`config.mk`:
```
export PLATFORM = sky130hd
export DESIGN_NAME = nuc_ofst_calib_flat
export DESIGN_NICKNAME = d
export VERILOG_FILES = /design/src/rtl/nuc_pkg.sv /design/src/rtl/nuc_ofst_calib_if.sv /design/src/rtl/nuc_calib_mac.sv /design/src/rtl/pipeline.sv /design/src/rtl/nuc_ofst_calib.sv /design/src/flat_wrapper.sv
export SDC_FILE = /design/constraint.sdc
export NUM_CORES = 1
export LEC_CHECK = 0
export ABC_AREA = 1
export CAP_MARGIN = 0
export CORE_ASPECT_RATIO = 1.75
export CORE_MARGIN = 10
export CORE_UTILIZATION = 62
export DETAILED_ROUTE_END_ITERATION = 6
export PLACE_DENSITY = 0.89
export SLEW_MARGIN = 20
export SYNTH_ARGS = -nofsm -noshare
export SYNTH_HDL_FRONTEND = slang
export SYNTH_HIERARCHICAL = 1
export SYNTH_SLANG_ARGS = --single-unit
export TNS_END_PERCENT = 10
```
`constraint.sdc`:
```
create_clock -name clk -period 6.4 [get_ports clk]
set_clock_uncertainty 0.1 [all_clocks]
set_input_delay 0.64 -clock clk [delete_from_list [all_inputs] [get_ports clk]]
set_output_delay 0.64 -clock clk [all_outputs]
set_load 0.01 [all_outputs]
```
`src/rtl/nuc_pkg.sv`:
```
// rtl/nuc_pkg.sv - shared NUC constants and calibration state encoding
package nuc_pkg;

  localparam int NUC_GAIN_FRAC_BITS = 14;
  localparam int NUC_UNITY_GAIN     = 16384;
  localparam int NUC_PIX_W          = 14;
  localparam int NUC_COEF_W         = 16;
  localparam int NUC_LATENCY        = 4;

  typedef enum logic [2:0] {
    CAL_IDLE,
    CAL_WAIT_SOF,
    CAL_CAPTURE,
    CAL_FLUSH,
    CAL_DONE
  } cal_state_e;

endpackage

```
`src/rtl/nuc_ofst_calib_if.sv`:
```
// rtl/nuc_ofst_calib_if.sv - control, pixel-in and coefficient-write bus of the offset calibration engine
interface nuc_ofst_calib_if #(
  parameter int ADDR_WIDTH = 19
) ();
  import nuc_pkg::*;

  logic                  cen;
  logic                  start;
  logic                  abort;
  logic [NUC_PIX_W-1:0]  target;
  logic                  din_sof;
  logic                  din_valid;
  logic [NUC_PIX_W-1:0]  din;
  logic [NUC_COEF_W-1:0] gain;
  logic                  busy;
  logic                  done;
  logic                  error;
  logic                  coef_wr_en;
  logic [ADDR_WIDTH-1:0] coef_wr_addr;
  logic [NUC_COEF_W-1:0] coef_wr_data;

  modport master (
    output cen, start, abort, target, din_sof, din_valid, din, gain,
    input  busy, done, error, coef_wr_en, coef_wr_addr, coef_wr_data
  );

  modport slave (
    input  cen, start, abort, target, din_sof, din_valid, din, gain,
    output busy, done, error, coef_wr_en, coef_wr_addr, coef_wr_data
  );

endinterface

```
`src/rtl/nuc_calib_mac.sv`:
```
// rtl/nuc_calib_mac.sv - 3-stage register/multiply/subtract datapath producing ofst = target - din*gain/16384
// NUC_CALIB_ROUND_EN selects round-half-up of the product instead of truncation.
module nuc_calib_mac
  import nuc_pkg::*;
(
  input  logic                  clk,
  input  logic                  sresetn,
  input  logic                  en_i,
  input  logic [NUC_PIX_W-1:0]  din_i,
  input  logic [14:0]           gain_i,
  input  logic [NUC_PIX_W-1:0]  target_i,
  output logic [NUC_COEF_W-1:0] ofst_o
);

`ifdef NUC_CALIB_ROUND_EN
  localparam logic [29:0] RND = 30'(NUC_UNITY_GAIN / 2);
`else
  localparam logic [29:0] RND = '0;
`endif

  logic [NUC_PIX_W-1:0]  din_q;
  logic [14:0]           gain_q;
  logic [28:0]           prod_q;
  logic [NUC_COEF_W-1:0] ofst_q;
  logic [NUC_COEF_W-1:0] ofst_d;

  // Result always fits signed 16, so modulo-2^16 subtraction yields the exact bits
  always_comb begin
    ofst_d = {2'b00, target_i} - 16'(({1'b0, prod_q} + RND) >> NUC_GAIN_FRAC_BITS);
  end

  always_ff @(posedge clk or negedge sresetn) begin
    if (!sresetn) begin
      din_q  <= '0;
      gain_q <= '0;
      prod_q <= '0;
      ofst_q <= '0;
    end else if (en_i) begin
      din_q  <= din_i;
      gain_q <= gain_i;
      prod_q <= 29'(din_q) * 29'(gain_q);
      ofst_q <= ofst_d;
    end
  end

  assign ofst_o = ofst_q;

endmodule

```
`src/rtl/pipeline.sv`:
```
// rtl/pipeline.sv - clock-enabled delay line with synchronous clear
module pipeline #(
  parameter int WIDTH = 1,
  parameter int DEPTH = 1
) (
  input  logic             clk,
  input  logic             sresetn,
  input  logic             en_i,
  input  logic             clr_i,
  input  logic [WIDTH-1:0] d_i,
  output logic [WIDTH-1:0] q_o
);

  logic [WIDTH-1:0] stage_q [DEPTH];

  always_ff @(posedge clk or negedge sresetn) begin
    if (!sresetn) begin
      for (int i = 0; i < DEPTH; i++) stage_q[i] <= '0;
    end else if (clr_i) begin
      for (int i = 0; i < DEPTH; i++) stage_q[i] <= '0;
    end else if (en_i) begin
      stage_q[0] <= d_i;
      for (int i = 1; i < DEPTH; i++) stage_q[i] <= stage_q[i-1];
    end
  end

  assign q_o = stage_q[DEPTH-1];

endmodule

```
`src/rtl/nuc_ofst_calib.sv`:
```
// rtl/nuc_ofst_calib.sv - one-point offset calibration: captures one frame and writes a per-pixel offset
// Optional NUC_CALIB_ROUND_EN (in nuc_calib_mac) rounds the gain product instead of truncating.
module nuc_ofst_calib
  import nuc_pkg::*;
#(
  parameter int FRAME_PIXELS = 327680,
  parameter int ADDR_WIDTH   = 19
) (
  input  logic            clk,
  input  logic            sresetn,
  nuc_ofst_calib_if.slave bus
);

  localparam logic [ADDR_WIDTH-1:0] LAST_IDX   = ADDR_WIDTH'(FRAME_PIXELS - 1);
  localparam logic [1:0]            FLUSH_LAST = 2'(NUC_LATENCY - 1);
  localparam int                    PW         = ADDR_WIDTH + 2;

  cal_state_e            state_q;
  logic                  busy_q;
  logic                  done_q;
  logic                  error_q;
  logic [NUC_PIX_W-1:0]  target_q;
  logic [ADDR_WIDTH-1:0] pix_cnt_q;
  logic [1:0]            flush_cnt_q;

  logic                  accept;
  logic                  short_frame;
  logic                  pipe_clr;
  logic [ADDR_WIDTH-1:0] pix_addr;

  logic [PW-1:0]         pipe_q;
  logic                  v3;
  logic                  g3;
  logic [ADDR_WIDTH-1:0] a3;
  logic [NUC_COEF_W-1:0] ofst;

  logic                  wr_en_q;
  logic [ADDR_WIDTH-1:0] wr_addr_q;
  logic [NUC_COEF_W-1:0] wr_data_q;

  always_comb begin
    short_frame = (state_q == CAL_CAPTURE) && bus.din_valid && bus.din_sof && !bus.abort;
    accept      = !bus.abort && bus.din_valid &&
                  (((state_q == CAL_WAIT_SOF) && bus.din_sof) ||
                   ((state_q == CAL_CAPTURE) && !bus.din_sof));
    pix_addr    = (state_q == CAL_CAPTURE) ? pix_cnt_q : '0;
    pipe_clr    = bus.cen && (bus.abort || short_frame);
  end

  always_ff @(posedge clk or negedge sresetn) begin
    if (!sresetn) begin
      state_q     <= CAL_IDLE;
      busy_q      <= 1'b0;
      done_q      <= 1'b0;
      error_q     <= 1'b0;
      target_q    <= '0;
      pix_cnt_q   <= '0;
      flush_cnt_q <= '0;
    end else if (bus.cen) begin
      done_q  <= 1'b0;
      error_q <= 1'b0;
      if (bus.abort) begin
        state_q <= CAL_IDLE;
        busy_q  <= 1'b0;
      end else begin
        case (state_q)
          CAL_IDLE: begin
            if (bus.start) begin
              state_q  <= CAL_WAIT_SOF;
              busy_q   <= 1'b1;
              target_q <= bus.target;
            end
          end
          CAL_WAIT_SOF, CAL_CAPTURE: begin
            if (short_frame) begin
              state_q <= CAL_IDLE;
              busy_q  <= 1'b0;
              error_q <= 1'b1;
            end else if (accept) begin
              pix_cnt_q   <= pix_addr + ADDR_WIDTH'(1);
              flush_cnt_q <= '0;
              state_q     <= (pix_addr == LAST_IDX) ? CAL_FLUSH : CAL_CAPTURE;
            end
          end
          CAL_FLUSH: begin
            flush_cnt_q <= flush_cnt_q + 2'd1;
            // done lands one cycle after the final write leaves the output register
            if (flush_cnt_q == FLUSH_LAST) begin
              state_q <= CAL_DONE;
              done_q  <= 1'b1;
              busy_q  <= 1'b0;
            end
          end
          CAL_DONE: state_q <= CAL_IDLE;
          default:  state_q <= CAL_IDLE;
        endcase
      end
    end
  end

  pipeline #(
    .WIDTH (PW),
    .DEPTH (NUC_LATENCY - 1)
  ) u_ctl_pipe (
    .clk     (clk),
    .sresetn (sresetn),
    .en_i    (bus.cen),
    .clr_i   (pipe_clr),
    .d_i     ({accept, pix_addr, bus.gain[15]}),
    .q_o     (pipe_q)
  );

  assign v3 = pipe_q[PW-1];
  assign a3 = pipe_q[PW-2:1];
  assign g3 = pipe_q[0];

  nuc_calib_mac u_mac (
    .clk      (clk),
    .sresetn  (sresetn),
    .en_i     (bus.cen),
    .din_i    (bus.din),
    .gain_i   (bus.gain[14:0]),
    .target_i (target_q),
    .ofst_o   (ofst)
  );

  always_ff @(posedge clk or negedge sresetn) begin
    if (!sresetn) begin
      wr_en_q   <= 1'b0;
      wr_addr_q <= '0;
      wr_data_q <= '0;
    end else if (pipe_clr) begin
      wr_en_q <= 1'b0;
    end else if (bus.cen) begin
      wr_en_q <= v3;
      if (v3) begin
        wr_addr_q <= a3;
        wr_data_q <= g3 ? ofst : '0;
      end
    end
  end

  assign bus.busy         = busy_q;
  assign bus.done         = done_q;
  assign bus.error        = error_q;
  assign bus.coef_wr_en   = wr_en_q;
  assign bus.coef_wr_addr = wr_addr_q;
  assign bus.coef_wr_data = wr_data_q;

endmodule

```
`src/flat_wrapper.sv`:
```
// flat-port wrapper written by rule: the top's interface ports become plain ports
module nuc_ofst_calib_flat import nuc_pkg::*;
#(
  parameter int FRAME_PIXELS = 327680,
  parameter int ADDR_WIDTH   = 19
)
  (clk, sresetn, bus_cen, bus_start, bus_abort, bus_target, bus_din_sof, bus_din_valid, bus_din, bus_gain, bus_busy, bus_done, bus_error, bus_coef_wr_en, bus_coef_wr_addr, bus_coef_wr_data);
  nuc_ofst_calib_if #(.ADDR_WIDTH(ADDR_WIDTH)) bus_i ();
  input  logic clk;
  input  logic sresetn;
  input wire logic [$bits(bus_i.cen)-1:0] bus_cen;
  input wire logic [$bits(bus_i.start)-1:0] bus_start;
  input wire logic [$bits(bus_i.abort)-1:0] bus_abort;
  input wire logic [$bits(bus_i.target)-1:0] bus_target;
  input wire logic [$bits(bus_i.din_sof)-1:0] bus_din_sof;
  input wire logic [$bits(bus_i.din_valid)-1:0] bus_din_valid;
  input wire logic [$bits(bus_i.din)-1:0] bus_din;
  input wire logic [$bits(bus_i.gain)-1:0] bus_gain;
  output wire logic [$bits(bus_i.busy)-1:0] bus_busy;
  output wire logic [$bits(bus_i.done)-1:0] bus_done;
  output wire logic [$bits(bus_i.error)-1:0] bus_error;
  output wire logic [$bits(bus_i.coef_wr_en)-1:0] bus_coef_wr_en;
  output wire logic [$bits(bus_i.coef_wr_addr)-1:0] bus_coef_wr_addr;
  output wire logic [$bits(bus_i.coef_wr_data)-1:0] bus_coef_wr_data;
  assign bus_i.cen = bus_cen;
  assign bus_i.start = bus_start;
  assign bus_i.abort = bus_abort;
  assign bus_i.target = bus_target;
  assign bus_i.din_sof = bus_din_sof;
  assign bus_i.din_valid = bus_din_valid;
  assign bus_i.din = bus_din;
  assign bus_i.gain = bus_gain;
  assign bus_busy = bus_i.busy;
  assign bus_done = bus_i.done;
  assign bus_error = bus_i.error;
  assign bus_coef_wr_en = bus_i.coef_wr_en;
  assign bus_coef_wr_addr = bus_i.coef_wr_addr;
  assign bus_coef_wr_data = bus_i.coef_wr_data;
  nuc_ofst_calib #(.FRAME_PIXELS(FRAME_PIXELS), .ADDR_WIDTH(ADDR_WIDTH)) u_core (.clk(clk), .sresetn(sresetn), .bus(bus_i));
endmodule
```
==> reports/qor.yml <==
syn_to_final_growth_pct: 8.14
clk_pin_slew_worst_paths_ps: 80
cts_root_buf: "clkbuf_16"
final_common_cell: "nand2_1"
synthArstFlopShare_pct: 100
place_congestion: 0.994
cts_resized: 0
finalCritPeriodShare_pct: 94.3
htreeDepth: 4
drtIter0Drc: 1030
cts_setup_buffers: 0
syn-num-nets: 2444
ant_nets: 0
fin_area_sq_um: 18200
worst_slew_pin_slew_ps: 944
endpoint_kind: "register"
routedWlPerCell_um: 17.3
outcome: "completed"
synth-seq-cells: 200
yosys_warnings: 6
gr-total-overflow: 0
grt_pass1_wl_mm: 71.3
cts_tree: "done"
synth-seq-area-share_pct: 29.7
ys.flop_type: "dfrtp_1"
numPortBuffers: 89
grt_start_max_net_pins: 96
timing.max_cap.violations: 0
total_power_mw: 8.11
fin_nets: 2460
setup-tns-final_ps: 0
grtUsageTotal_pct: 26.1
hp-class: "in2async"
viasPerCell: 5.63
dp_hpwl_mm: 32.9
hold_viol: 0
cts_buffers: 17
p_leak_nw: 10.4
met1_length_mm: 15.1
netlist-cell-type-count: 46
dr.pass1.iters: 5
grt_setup_unrepaired: "no"
route.met2.wl_mm: 23.2
synth_edf_count: 0
drv_slew: 0
crit_fanout: 15
hold_buffers: 0
clock_sinks: 200
placed_cell_area_sq_um: 17600
wl_met3_mm: 2.13
netlist_area_sq_um: 16800
fp.dieW_um: 145
cp.arrival_ps: 6260
fin_crit_ps: 6030
core-area_sq_um: 26700
ff_latch_area_sq_um: 5000
fill_cells: 2067
syn_area_per_cell_sq_um: 7.89
layout_common_cells: "nand2_1, inv_1, dfrtp_1"
syn_inst: 2133
start_util_pct: 63.0
row_count: 79
vias: 14000
totalWireLength_mm: 43.1
first_global_vias: 14600
drc: 0
boundaryPins: 90
drive_gt1_share_pct: 4.76
antenna_found_initial: 0
multi_input_area_sq_um: 9740
start_kind: "register"
insertion_delay_ps: 460
fmax_mhz: 166
setup_viol: 0
route.top_layer_used: "met4"
required_ps: 6630
r2r_cells: 20
power_density_nw_per_um2: 446
ir_worst_vdd_v: 0.000407
antenna_cells: 0
clock_path_buffers: 2
die_height_um: 238
path_class: "reg2reg"
die-area_sq_um: 34400
relSlewSlack_pct: 36.9
[worst max-delay path: stages, from the launching register on]
cell and delay (ps):
dfrtp_1 650, nand2_1 200, inv_1 80, fa_1 540, inv_1 60, fa_1 540, inv_1 60, fa_1 510
inv_1 50, fa_1 480, inv_1 60, fa_1 540, fa_1 450, ha_1 320, a21oi_1 200, a21boi_0 360
nor2_1 110, nor2_1 100, nand2_1 70, xnor2_1 310, o21ai_1 120
[area by class of cell]
class / count / area share (%)
clock buffer: 19 / 2.43
timing repair buffer: 106 / 5.60
inverter: 379 / 7.84
tap: 324 / 2.23
clock inverter: 13 / 0.853
sequential: 200 / 27.5
multi-input combinational: 1445 / 53.5
[power by group]
part,switching [mW],internal (mW)
Clock,0.547,0.534
Combinational,3.42,1.96
Sequential,0.193,1.46
Total,4.16,3.95
[worst paths after layout]
| check | start | end | slack [ps] |
|---|---|---|---|
| max | u_core/u_mac/gain_q[5] | u_core/u_mac/prod_q[15] | 370 |
| min | sresetn | u_core/u_ctl_pipe/stage_q[40] | 150 |
| max reg2reg | u_core/u_mac/gain_q[5] | u_core/u_mac/prod_q[15] | 370 |
| min in group clk | u_core/u_ctl_pipe/stage_q[44] | u_core/u_ctl_pipe/stage_q[44] | 370 |
| max in group asynchronous | sresetn | u_core/bus.coef_wr_data[6] | 4710 |
| min reg2reg | u_core/u_ctl_pipe/stage_q[44] | u_core/u_ctl_pipe/stage_q[44] | 370 |
[registers in the layout, indices dropped and copies added, names as in the netlist]
register	cells
u_core/u_ctl_pipe/stage_q	42
u_core/u_ctl_pipe/q_o	21
u_core/bus.coef_wr_addr	19
u_core/pix_cnt_q	19
u_core/bus.coef_wr_data	16
u_core/u_mac/ofst_o	16
u_core/u_mac/gain_q	15
u_core/u_mac/prod_q	15
u_core/target_q	14
u_core/u_mac/din_q	14
u_core/state_q	3
u_core/flush_cnt_q	2
u_core/bus.busy	1
u_core/bus.coef_wr_en	1
u_core/bus.done	1
u_core/bus.error	1
[kinds of logic after synthesis]
| group | synth area share (%) |
|---|---|
| AOI/OAI and AO/OA | 3.64 |
| xor gates and xnor gates | 1.25 |
| muxes | 1.14 |
| DFF | 29.7 |
| buffers and inverters | 12.4 |
| and+or+nand+nor | 25.7 |
| adders and majority gates | 26.2 |
[metal layers]
layer | global-route usage [%] | vias up
li1 | - | 6462
met1 | 27.1 | 6804
met2 | 47.4 | 560
met3 | 4.46 | 176
met4 | 15.5 | 0
met5 | 0 | -
[Yosys cell counts, types with 2 or more instances]
library cell	n	area share, %
nand2_1	755	17
inv_1	374	8.3
dfrtp_1	200	30
fa_1	153	18
nand3_1	136	4.0
ha_1	107	8.0
nor2_1	79	1.8
clkbuf_1	54	1.2
o21ai_0	44	1.3
a21oi_1	43	1.3
buf_4	29	1.3
nand4_1	18	0.67
xor2_1	14	0.73
nand3_2	13	0.77
nor3_1	12	0.36
buf_6	10	0.67
xnor2_1	10	0.52
buf_2	9	0.27
mux2_4	9	0.80
nand2_2	6	0.22
a31oi_1	5	0.19
clkbuf_8	5	0.41
mux2_2	5	0.33
nand3b_1	5	0.22
o21bai_1	5	0.22
nor2_4	4	0.27
o21ai_1	4	0.12
a21o_1	3	0.13
inv_2	3	0.067
buf_1	2	0.045
o21ai_2	2	0.10
[stage by stage]
step | cells | hold slack, ps | setup WS, ps | util, %
2_1_floorplan | 2133 | 244 | 1070 | -
3_3_place_gp | 2454 | 354 | 565 | 65.9
3_5_place_dp | 2454 | 358 | 509 | 65.9
4_1_cts | 2486 | 163 | 414 | 68.2
5_1_grt | 2486 | 188 | 84.0 | 68.2
6_report | 2486 | 150 | 366 | 68.2
Note: power is estimated with default switching activity, not from simulation.
